$ cat src/rtl/rq_req_arbiter_if.sv
// Requester-request stream bundle: NUM_REQ legacy-header sources in,
// one merged 128-bit stream out. The slave modport is the arbiter side.
interface rq_req_arbiter_if #(
    parameter int NUM_REQ = 2
);
    logic [NUM_REQ-1:0]     s_tvalid;
    logic [NUM_REQ-1:0]     s_tready;
    logic [NUM_REQ-1:0]     s_tlast;
    logic [128*NUM_REQ-1:0] s_tdata;
    logic [16*NUM_REQ-1:0]  s_tkeep;
    logic [4*NUM_REQ-1:0]   s_tuser;

    logic                   m_tvalid;
    logic [3:0]             m_tready;
    logic                   m_tlast;
    logic [127:0]           m_tdata;
    logic [15:0]            m_tkeep;
    logic [3:0]             m_tuser;

    modport slave (
        input  s_tvalid, s_tlast, s_tdata, s_tkeep, s_tuser, m_tready,
        output s_tready, m_tvalid, m_tlast, m_tdata, m_tkeep, m_tuser
    );

    modport master (
        output s_tvalid, s_tlast, s_tdata, s_tkeep, s_tuser, m_tready,
        input  s_tready, m_tvalid, m_tlast, m_tdata, m_tkeep, m_tuser
    );
endinterface

$ cat src/rtl/rq_req_arbiter.sv
// Packet-level round-robin arbiter merging NUM_REQ RQ TLP sources onto one
// stream, throttling outstanding non-posted reads against a credit limit.
// Ports: user_clk/user_reset (async, active high); bus = s_* sources and
// m_* merged output; rd_done releases one read credit; rd_outstanding is
// the live read count; grant is the one-hot owner; rd_underflow is sticky.
module rq_req_arbiter #(
    parameter int NUM_REQ            = 2,
    parameter int MAX_RD_OUTSTANDING = 32,
    parameter int CNT_W              = $clog2(MAX_RD_OUTSTANDING + 1)
) (
    input  logic               user_clk,
    input  logic               user_reset,
    rq_req_arbiter_if.slave    bus,
    input  logic               rd_done,
    output logic [CNT_W-1:0]   rd_outstanding,
    output logic [NUM_REQ-1:0] grant,
    output logic               rd_underflow
);
    localparam int PTR_W = $clog2(NUM_REQ);

    typedef enum logic {IDLE, PASS} state_t;

    state_t             state;
    logic [PTR_W-1:0]   ptr;
    logic [PTR_W-1:0]   owner;
    logic               first;

    logic [NUM_REQ-1:0] is_rd;
    logic [NUM_REQ-1:0] elig;
    logic               found;
    logic [PTR_W-1:0]   win;
    logic [PTR_W:0]     idx;
    logic               fire;
    logic               inc;
    logic               unused_ready;

    assign unused_ready = ^bus.m_tready[3:1];

    // A header-only TLP (fmt = 00) is a non-posted read.
    always_comb begin
        is_rd = '0;
        elig  = '0;
        for (int i = 0; i < NUM_REQ; i++) begin
            is_rd[i] = (bus.s_tdata[128*i+30 +: 2] == 2'b00);
            elig[i]  = bus.s_tvalid[i] &&
                       (!is_rd[i] ||
                        rd_outstanding < CNT_W'(MAX_RD_OUTSTANDING));
        end
    end

    // Rotating search starting at ptr, wrapping past NUM_REQ-1.
    always_comb begin
        found = 1'b0;
        win   = '0;
        idx   = '0;
        for (int k = 0; k < NUM_REQ; k++) begin
            idx = {1'b0, ptr} + (PTR_W+1)'(k);
            if (idx >= (PTR_W+1)'(NUM_REQ))
                idx = idx - (PTR_W+1)'(NUM_REQ);
            if (!found && elig[idx[PTR_W-1:0]]) begin
                found = 1'b1;
                win   = idx[PTR_W-1:0];
            end
        end
    end

    // Unbuffered pass-through of the owner while a packet is in flight.
    always_comb begin
        bus.m_tvalid = 1'b0;
        bus.m_tlast  = 1'b0;
        bus.m_tdata  = '0;
        bus.m_tkeep  = '0;
        bus.m_tuser  = '0;
        bus.s_tready = '0;
        if (state == PASS) begin
            bus.m_tvalid        = bus.s_tvalid[owner];
            bus.m_tlast         = bus.s_tlast[owner];
            bus.m_tdata         = bus.s_tdata[{owner, 7'd0} +: 128];
            bus.m_tkeep         = bus.s_tkeep[{owner, 4'd0} +: 16];
            bus.m_tuser         = bus.s_tuser[{owner, 2'd0} +: 4];
            bus.s_tready[owner] = bus.m_tready[0];
        end
    end

    assign fire = (state == PASS) && bus.m_tvalid && bus.m_tready[0];
    assign inc  = fire && first && is_rd[owner];

    always_ff @(posedge user_clk or posedge user_reset) begin
        if (user_reset) begin
            state <= IDLE;
            ptr   <= '0;
            owner <= '0;
            grant <= '0;
            first <= 1'b0;
        end else begin
            unique case (state)
                IDLE: begin
                    if (found) begin
                        state <= PASS;
                        owner <= win;
                        grant <= NUM_REQ'(1) << win;
                        first <= 1'b1;
                        ptr   <= (win == PTR_W'(NUM_REQ - 1)) ?
                                 '0 : win + 1'b1;
                    end
                end
                PASS: begin
                    if (fire) begin
                        first <= 1'b0;
                        if (bus.m_tlast) begin
                            state <= IDLE;
                            grant <= '0;
                        end
                    end
                end
                default: state <= IDLE;
            endcase
        end
    end

    // A simultaneous issue and release cancel out.
    always_ff @(posedge user_clk or posedge user_reset) begin
        if (user_reset) begin
            rd_outstanding <= '0;
            rd_underflow   <= 1'b0;
        end else if (inc && !rd_done) begin
            rd_outstanding <= rd_outstanding + 1'b1;
        end else if (rd_done && !inc) begin
            if (rd_outstanding == '0)
                rd_underflow <= 1'b1;
            else
                rd_outstanding <= rd_outstanding - 1'b1;
        end
    end
endmodule

$ cat src/flat_wrapper.sv
// flat-port wrapper written by rule: the top's interface ports become plain ports
module rq_req_arbiter_flat 
#(
    parameter int NUM_REQ            = 2,
    parameter int MAX_RD_OUTSTANDING = 32,
    parameter int CNT_W              = $clog2(MAX_RD_OUTSTANDING + 1)
)
  (user_clk, user_reset, rd_done, rd_outstanding, grant, rd_underflow, bus_s_tvalid, bus_s_tlast, bus_s_tdata, bus_s_tkeep, bus_s_tuser, bus_m_tready, bus_s_tready, bus_m_tvalid, bus_m_tlast, bus_m_tdata, bus_m_tkeep, bus_m_tuser);
  rq_req_arbiter_if #(.NUM_REQ(NUM_REQ)) bus_i ();
  input  logic user_clk;
  input  logic user_reset;
  input  logic rd_done;
  output logic [CNT_W-1:0] rd_outstanding;
  output logic [NUM_REQ-1:0] grant;
  output logic rd_underflow;
  input wire logic [$bits(bus_i.s_tvalid)-1:0] bus_s_tvalid;
  input wire logic [$bits(bus_i.s_tlast)-1:0] bus_s_tlast;
  input wire logic [$bits(bus_i.s_tdata)-1:0] bus_s_tdata;
  input wire logic [$bits(bus_i.s_tkeep)-1:0] bus_s_tkeep;
  input wire logic [$bits(bus_i.s_tuser)-1:0] bus_s_tuser;
  input wire logic [$bits(bus_i.m_tready)-1:0] bus_m_tready;
  output wire logic [$bits(bus_i.s_tready)-1:0] bus_s_tready;
  output wire logic [$bits(bus_i.m_tvalid)-1:0] bus_m_tvalid;
  output wire logic [$bits(bus_i.m_tlast)-1:0] bus_m_tlast;
  output wire logic [$bits(bus_i.m_tdata)-1:0] bus_m_tdata;
  output wire logic [$bits(bus_i.m_tkeep)-1:0] bus_m_tkeep;
  output wire logic [$bits(bus_i.m_tuser)-1:0] bus_m_tuser;
  assign bus_i.s_tvalid = bus_s_tvalid;
  assign bus_i.s_tlast = bus_s_tlast;
  assign bus_i.s_tdata = bus_s_tdata;
  assign bus_i.s_tkeep = bus_s_tkeep;
  assign bus_i.s_tuser = bus_s_tuser;
  assign bus_i.m_tready = bus_m_tready;
  assign bus_s_tready = bus_i.s_tready;
  assign bus_m_tvalid = bus_i.m_tvalid;
  assign bus_m_tlast = bus_i.m_tlast;
  assign bus_m_tdata = bus_i.m_tdata;
  assign bus_m_tkeep = bus_i.m_tkeep;
  assign bus_m_tuser = bus_i.m_tuser;
  rq_req_arbiter #(.NUM_REQ(NUM_REQ), .MAX_RD_OUTSTANDING(MAX_RD_OUTSTANDING), .CNT_W(CNT_W)) u_core (.user_clk(user_clk), .user_reset(user_reset), .bus(bus_i), .rd_done(rd_done), .rd_outstanding(rd_outstanding), .grant(grant), .rd_underflow(rd_underflow));
endmodule
$ cat config.mk
export PLATFORM = sky130hd
export DESIGN_NAME = rq_req_arbiter_flat
export DESIGN_NICKNAME = d
export VERILOG_FILES = /design/src/rtl/rq_req_arbiter_if.sv /design/src/rtl/rq_req_arbiter.sv /design/src/flat_wrapper.sv
export SDC_FILE = /design/constraint.sdc
export NUM_CORES = 1
export LEC_CHECK = 0
export BUFFER_PORTS_ARGS = -buffer_cell sky130_fd_sc_hd__buf_2
export CORE_AREA = 10 10 172 174
export DETAILED_ROUTE_END_ITERATION = 16
export DIE_AREA = 0 0 182 184
export GPL_TIMING_DRIVEN = 0
export PLACE_DENSITY = 0.42
export SKIP_LAST_GASP = 1
export SLEW_MARGIN = 20
export SYNTH_ARGS = -nofsm -noshare
export SYNTH_HDL_FRONTEND = slang
export SYNTH_SLANG_ARGS = --single-unit
$ cat constraint.sdc
create_clock -name user_clk -period 2.75 [get_ports user_clk]
set_input_delay 0.275 -clock user_clk [delete_from_list [all_inputs] [get_ports user_clk]]
set_output_delay 0.275 -clock user_clk [all_outputs]
set_load 0.01 [all_outputs]
After elaboration in Yosys (flattened, before gate mapping). Cells that the tools add are included.

$add $sub $neg: 6. Magnitude comparators: 7. Equality and inequality tests: 4. Shift-type cells: 4. Muxes and demuxes: 39. Bitwise operators: 3. Reductions and logical operators: 26.

Operators by type and width (number): $shiftx A256 B9 Y128 (1); $mux W128 (1); $shiftx A32 B6 Y16 (1); $mux W1 (25); $mux W6 (3); $mux W16 (1); $logic_and A1 B1 Y1 (10); $mux W2 (4); $shiftx A8 B4 Y4 (1); $add A6 B1 Y6 const B (1); $logic_not A6 Y1 (1); $lt A1 B2 Y1 const B (3); $lt A6 B6 Y1 const B (1); $reduce_and A2 Y1 (3); $reduce_and A3 Y1 (2); $sub A6 B1 Y6 const B (1); $logic_not A1 Y1 (5); $logic_not A2 Y1 (2); $mux W4 (1); $ne A2 B1 Y1 const B (2); $ne A2 B2 Y1 const B (2); $pmux W1 S2 (2); $pmux W2 S2 (1); $add A1 B1 Y2 const B (1); 11 further kinds (14).

Bits in registers: 13. Bits of input ports: 307. Output and inout port bits: 161. Logic and storage cells: 96.

Logic depth before layout (Yosys ltp). Gate-level depths: netlist (run 1).

Depth in word-level cells: 13. Gate-level depth with buffers: 12. Gate-level depth less buffers: 11.

Least setup slack after synthesis (run 1). Ideal clock, no wire load.

Path type: flip-flop to flip-flop. Start point: register u_core.owner. End point: register u_core.rd_outstanding[5]. Setup time: 0.090 ns. Arrival time: 2.607 ns. Required time: 2.660 ns. Path slack: 0.053 ns. Cell stages (with the launch flop): 13. Path buffers: 2. Period minus slack after synthesis: 2.697 ns. Cells stage by stage: dfrtp_1 > buf_2 > buf_2 > nand2_1 > o31ai_1 > and3_1 > ha_1 > inv_1 > ha_1 > nand3_1 > o2111ai_1 > or4b_2 > o221ai_1.

Longest elaborated chain between the ends: 11. Elaborated cells between the ends (all ways): 16. Those cells by class: eq/ne: 1; mux: 6; reduce/logical: 9.

RTL lines: from (decl) (RTL line rq_req_arbiter.sv:25) `logic [PTR_W-1:0] owner;`; from (signal assigned) (RTL line rq_req_arbiter.sv:100) `owner <= win;`; $mux W1 (implied by the code) (2 in a row) (RTL line rq_req_arbiter.sv:76) `bus.m_tvalid = bus.s_tvalid[owner];`; $mux W1 (RTL line rq_req_arbiter.sv:75) `if (state == PASS) begin`; $logic_and A1 B1 Y1 (2 in a row) (RTL line rq_req_arbiter.sv:85) `assign fire = (state == PASS) && bus.m_tvalid && bus.m_tready[0];`; $logic_and A1 B1 Y1 (RTL line rq_req_arbiter.sv:86) `assign inc = fire && first && is_rd[owner];`; $logic_and A1 B1 Y1 (*) (RTL line rq_req_arbiter.sv:86); $logic_not A1 Y1 (RTL line rq_req_arbiter.sv:128) `end else if (rd_done && !inc) begin`; $logic_and A1 B1 Y1 (RTL line rq_req_arbiter.sv:128); $reduce_bool A2 Y1 (no source line); $reduce_and A2 Y1 (no source line); to (signal assigned) (RTL line rq_req_arbiter.sv:127) `rd_outstanding <= rd_outstanding + 1'b1;`; to (signal assigned) (RTL line rq_req_arbiter.sv:132) `rd_outstanding <= rd_outstanding - 1'b1;`; to (decl) (RTL line rq_req_arbiter.sv:15) `output logic [CNT_W-1:0] rd_outstanding,`.

Mark *: on every way between the ends. The rest lies on a longest branch, timed or not. The select of a mux whose other input is x is not followed. A chain may end at the register's enable or synchronous reset.

Final worst setup path (run 1). Same ends and word-level chain as after synthesis.

==> out/metrics.cfg, run 1 <==
[timing]
tightest_slew_ns = 0.6177
period_needed_ns = 2.619
slew_headroom_pct = 58.82
clock.fmax_ghz = 0.3818
fin_crit_sh_pct = 95.23
timing.final.max_slew_violations = 0
setup_violations = 0
setup_ws_ns = 0.1311
finClkSkew_ns = 0.007566
finalHoldViolCount = 0

[outcome]
outcome = finished, final reports clean

[logic_synthesis]
synth_edf_count = 0
netlist-cell-type-count = 36
syn_area_per_cell_um2 = 7.281
ys_seq_area_share_pct = 10.64
ys_async_sr_fraction_pct = 100.0
ys.flop_type = dfrtp_1
ys_ff_latch = 13
syn_inst = 420
netlist_area_mm2 = 0.003058
syn_nets = 734
synth_warnings = 0

[worst_setup_path]
r2r-start = u_core.owner
crit_path_top_delay_cell = or4b_4
critPathArrivalTime_ns = 2.77
worst_path_most_repeated_cell = ha_4
path_class = flop to flop
crit_buf_inv = 3
cpPeakStageDelay_ns = 0.47
crit_start = u_core.owner
cp_max_fo = 7
cp_top_family = simple AND/OR/NAND/NOR gates
crit_path_start_kind = flop
cp_cell_sequence = buf_6, buf_12, nand2_1, o31ai_4, and3_4, ha_4, inv_4, ha_4, nand3_1, o2111ai_2, or4b_4, o221ai_1
required_ns = 2.90
cp-end-kind = flop

[floorplanning]
start_util_pct = 11.80
core_area_mm2 = 0.02591
die_w_um = 182
io_pins = 468
rows = 59
dieArea_mm2 = 0.03349
die_h_um = 184

[power]
vdd_drop_max_mv = 0.2941
p_per_area_mw_per_mm2 = 882.6
power.leakage_nw = 3.639

[placement]
placement.io_buffers = 464
place_hpwl_mm = 22.16
dpl_worst_slack_ns = -0.6519
gp_congestion = 0.8339

[grt]
antenna_found_initial = 3
globalRouteTotalUtil_pct = 13.25
grt_overflow_total = 0
grt_max_degree = 19
first_global_vias = 5405
grt_pass1_wl_mm = 34.87

[routing]
avgRoutedWirePerCell_um = 20.04
post_drt_via_cell_ratio = 3.913
via_count = 4809
drt_wl_total_mm = 24.63
drt_pass1_iterations = 4
drt_iter0_markers = 203
drc = 0
detail-route-antenna-nets = 0

[clocking]
cts_hold_buf = 0
cts_max_path_buffers = 2
path_clk_slew_ns = 0.05
cts-htree-levels = 1
cts-root-buf = clkbuf_16
clkSinkCount = 13
numCtsBuffers = 3
cts_tree = yes
insertion_delay_ns = 0.25

[layout]
layout_common_cells = 480 x buf_2, 156 x nor2_1, 151 x mux2i_1
nets = 1206
syn2layout_area_growth_pct = 97.09
fin_util_pct = 23.26
drive_gt1_share_pct = 57.13
nFillCells = 2993
final_common_cell = buf_2

[worst_hold_path]
hp-class = input port to asynchronous set/reset pin

[run]
cap_violations = 0

cell usage after synthesis (2+ instances only):
master | count | area share, %
o21ai_0 | 7 | 1.1
dfrtp_1 | 13 | 11
inv_1 | 6 | 0.74
nor2_1 | 156 | 19
nand2_1 | 7 | 0.86
xor2_1 | 2 | 0.57
mux2i_1 | 152 | 50
ha_1 | 6 | 2.5
clkbuf_1 | 16 | 2.0
nand3_1 | 4 | 0.65
and3_1 | 2 | 0.41
buf_2 | 18 | 2.9
a21oi_1 | 7 | 1.1
a21o_1 | 2 | 0.49
registers in the layout, indices dropped and copies added, names as in the netlist:
signal and cells:
u_core.first 1, u_core.grant 2, u_core.owner 1, u_core.ptr 1, u_core.rd_outstanding 6, u_core.rd_underflow 1, u_core.state 1
final timing paths:
| path | endpoint | slack (ns) | depth (start not counted) |
|---|---|---|---|
| min | u_core.rd_outstanding[2] | 0.05 | 2 |
| max reg2reg | u_core.rd_outstanding[5] | 0.13 | 12 |
| min reg2reg | u_core.rd_underflow | 0.46 | 1 |
| max in group asynchronous | u_core.state | 2.34 | 2 |
| max | u_core.rd_outstanding[5] | 0.13 | 12 |
| min in group user_clk | u_core.ptr | 0.39 | 3 |
power by group:
part | total (mW) | switching (mW) | internal, mW
combinational | 4.62 | 2.60 | 2.02
clock | 0.279 | 0.0832 | 0.196
sequential | 0.416 | 0.139 | 0.278
total | 5.32 | 2.83 | 2.49
layer usage:
layer  vias up  part of all wire, %  global-route usage (%)
li1       2383                    -                       -
met3         6                   10                   4.803
met4         0                 0.52                   1.367
met5         -                    0                       0
met2       288                   50                   23.80
met1      2132                   40                   15.15
metrics by stage:
| step | instances | hold WS (ns) | TNS, ns | total power, mW | cell area (µm²) |
|---|---|---|---|---|---|
| global placement | 1219 | 0.3352 | -1.277 | 4.984 | 5799 |
| detailed placement | 1219 | 0.3391 | -1.207 | 4.963 | 5799 |
| CTS | 1222 | 0.08024 | -0.2135 | 5.344 | 5929 |
| finish | 1229 | 0.05452 | 0 | 5.319 | 6027 |
| floorplan | 420 | 0.1520 | 0 | 3.069 | 3058 |
| global route | 1229 | 0.09892 | -0.007610 | 5.837 | 6027 |
layout make-up:
type / instances / area (µm²) / area share [%]
antenna: 3 / 7.507 / 0.1246
inverter: 7 / 28.78 / 0.4775
clock buffer: 4 / 78.83 / 1.308
multi-input combinational: 366 / 2648 / 43.93
sequential: 13 / 325.3 / 5.398
tap: 335 / 419.2 / 6.955
buffer: 33 / 167.7 / 2.782
timing repair buffer: 468 / 2352 / 39.03
kinds of logic after synthesis:
kind of cell	after synthesis	share of synthesized area [%]
and+or+nand+nor	178	23.94
muxes	153	50.25
buffers and inverters	41	5.769
AOI/OAI and AO/OA	25	5.442
DFF	13	10.64
adders and majority gates	7	3.110
xor gates and xnor gates	3	0.8594
repair_timing:
item,in CTS,in global routing
gates resized for setup,11,9
setup endpoints to repair,20,6
buffers inserted,0,4
endpoints found under the hold margin,0,0
pin swaps,0,2
Power figures use the tool's default switching activity.
==> run 2: changes to the inputs <==
==> constraint.sdc (replaced) <==
create_clock -name user_clk -period 2.3 [get_ports user_clk]
set_input_delay 0.23 -clock user_clk [delete_from_list [all_inputs] [get_ports user_clk]]
set_output_delay 0.23 -clock user_clk [all_outputs]
set_load 0.01 [all_outputs]
==> run 2 against run 1 <==
Effect of this change:
- the flow now finishes with violations (negative setup slack)
- non-clock buffer count increased by 7
- flip-flop and latch count unchanged
- setup slack got worse by 0.26 ns
- sequential share of layout area decreased by 0.10 points
- wire length decreased by 4.9%
- clock power increased by 18%
- clock skew decreased by 0.0058 ns
- final cell count increased by 0.33%
- combinational power increased by 23%
- clock-buffer cell count unchanged
- worst hold slack got worse by 0.045 ns
- critical path depth decreased by 2
- highest routed layer is now met5
==> out/metrics.cfg, run 2 (synthesized netlist as in run 1, its figures left out) <==
[power]
power.leakage_nw = 3.715
p_per_area_mw_per_mm2 = 1057
vdd_drop_max_mv = 0.3846
power_mw = 6.494

[worst_setup_path]
path_class = flop to flop
crit_start = u_core.owner
critPathArrivalTime_ns = 2.59
required_ns = 2.46
cp-end-kind = flop
r2r-start = u_core.owner
cp_max_fo = 6
crit_path_start_kind = flop

[grt]
grt_pass1_wl_mm = 32.86
first_global_vias = 5285
grt_overflow_total = 0
globalRouteTotalUtil_pct = 12.44
grt_max_degree = 14
antenna_found_initial = 3

[layout]
reg_top3 = u_core.rd_outstanding x6, u_core.grant x2
stdcell_count = 1233
diodes = 0
fin_util_pct = 23.70
final_area_mm2 = 0.006141
drive_gt1_share_pct = 59.47
nets = 1213
final_common_cell = buf_2
syn2layout_area_growth_pct = 100.8
layout_common_cells = 478 x buf_2, 155 x nor2_1, 151 x mux2i_1
largest_register = u_core.rd_outstanding
largest_register_ff_count = 6

[routing]
avgRoutedWirePerCell_um = 19.00
drt_pass1_iterations = 4
drc = 0
post_drt_via_cell_ratio = 3.915
drt_wl_total_mm = 23.43
via_count = 4827
detail-route-antenna-nets = 0
drt_iter0_markers = 155

[clocking]
clkSinkCount = 13
insertion_delay_ns = 0.24
numCtsBuffers = 3
cts-htree-levels = 1
cts_tree = yes
cts-root-buf = clkbuf_16
path_clk_slew_ns = 0.05
cts_max_path_buffers = 2

[timing]
period_needed_ns = 2.427
timing.final.max_slew_violations = 0
slew_headroom_pct = 46.61
finalHoldViolCount = 0
clock.fmax_ghz = 0.4120
finClkSkew_ns = 0.001797
rsz0062_at_grt = yes
setup_ws_ns = -0.1271
setup_violations = 3
tightest_slew_ns = 0.8008
worst_hold_slack_ns = 0.009326
fin_crit_sh_pct = 105.5

[placement]
post_dp_cell_area_mm2 = 0.005883
placed_cells = 1219
placement.io_buffers = 464
place_hpwl_mm = 20.91
gp_congestion = 0.8217

[floorplanning]
rows = 59
core_area_mm2 = 0.02591
die_h_um = 184
io_pins = 468
start_util_pct = 11.80
die_w_um = 182
dieArea_mm2 = 0.03349

[worst_hold_path]
hp-class = input port to asynchronous set/reset pin

[run]
cap_violations = 0

[outcome]
violations = negative setup slack
outcome = finished, violations left

-- run 2: cell type report --
class                      instances  area (µm²)
fill                            2930       19770
multi-input combinational        366        2694
timing repair buffer             474        2401
tap                              335       419.2
sequential                        13       325.3
buffer                            34       191.4
clock buffer                       4       78.83
inverter                           7       31.28
-- run 2: timing repair --
action	in CTS	in global routing
hold buffers	0	0
pin swaps	7	5
setup endpoints to repair	96	28
gates resized for setup	16	18
setup buffers	9	1
-- run 2: metal layers --
layer	part of all wire, %	vias to the layer above	routed length [µm]	track usage [%]
met5	0.098	-	23	0
met4	1.0	4	236	1.627
met3	9.9	19	2328	4.114
met2	51	296	12000	23.31
met1	38	2111	8842	13.57
li1	-	2397	-	-
-- run 2: worst max-delay path, cell delays in order, from the launching register on --
cell and delay (ns):
dfrtp_1 0.41, buf_8 0.15, o31ai_4 0.20, and3_4 0.23, ha_4 0.16, inv_6 0.07, ha_4 0.29, nand3_4 0.08
o2111ai_2 0.20, or4b_4 0.48, o221ai_2 0.07
-- run 2: worst paths after layout --
path,endpoint,slack [ns],depth (start not counted)
worst min register to register,u_core.rd_underflow,0.47,1
worst max register to register,u_core.rd_outstanding[5],-0.13,10
min in group user_clk,u_core.ptr,0.34,3
max in group asynchronous,u_core.owner,1.95,2
worst max-delay path,u_core.rd_outstanding[5],-0.13,10
worst min-delay path,u_core.rd_outstanding[0],0.009,2
-- run 2: report_power, final --
group / internal [mW] / leakage (nW) / switching [mW]
logic: 2.52 / 3.52 / 3.14
registers: 0.332 / 0.153 / 0.173
clock network: 0.234 / 0.0382 / 0.0959
-- run 2: stage by stage --
stage                     worst slack, ns  TNS, ns
after floorplan                  -0.08101  -0.1453
after global placement            -0.4444   -2.877
after detailed placement          -0.4595   -3.270
after CTS                         -0.1206  -0.2588
after global routing              -0.2368  -0.6228
final                             -0.1271  -0.2574
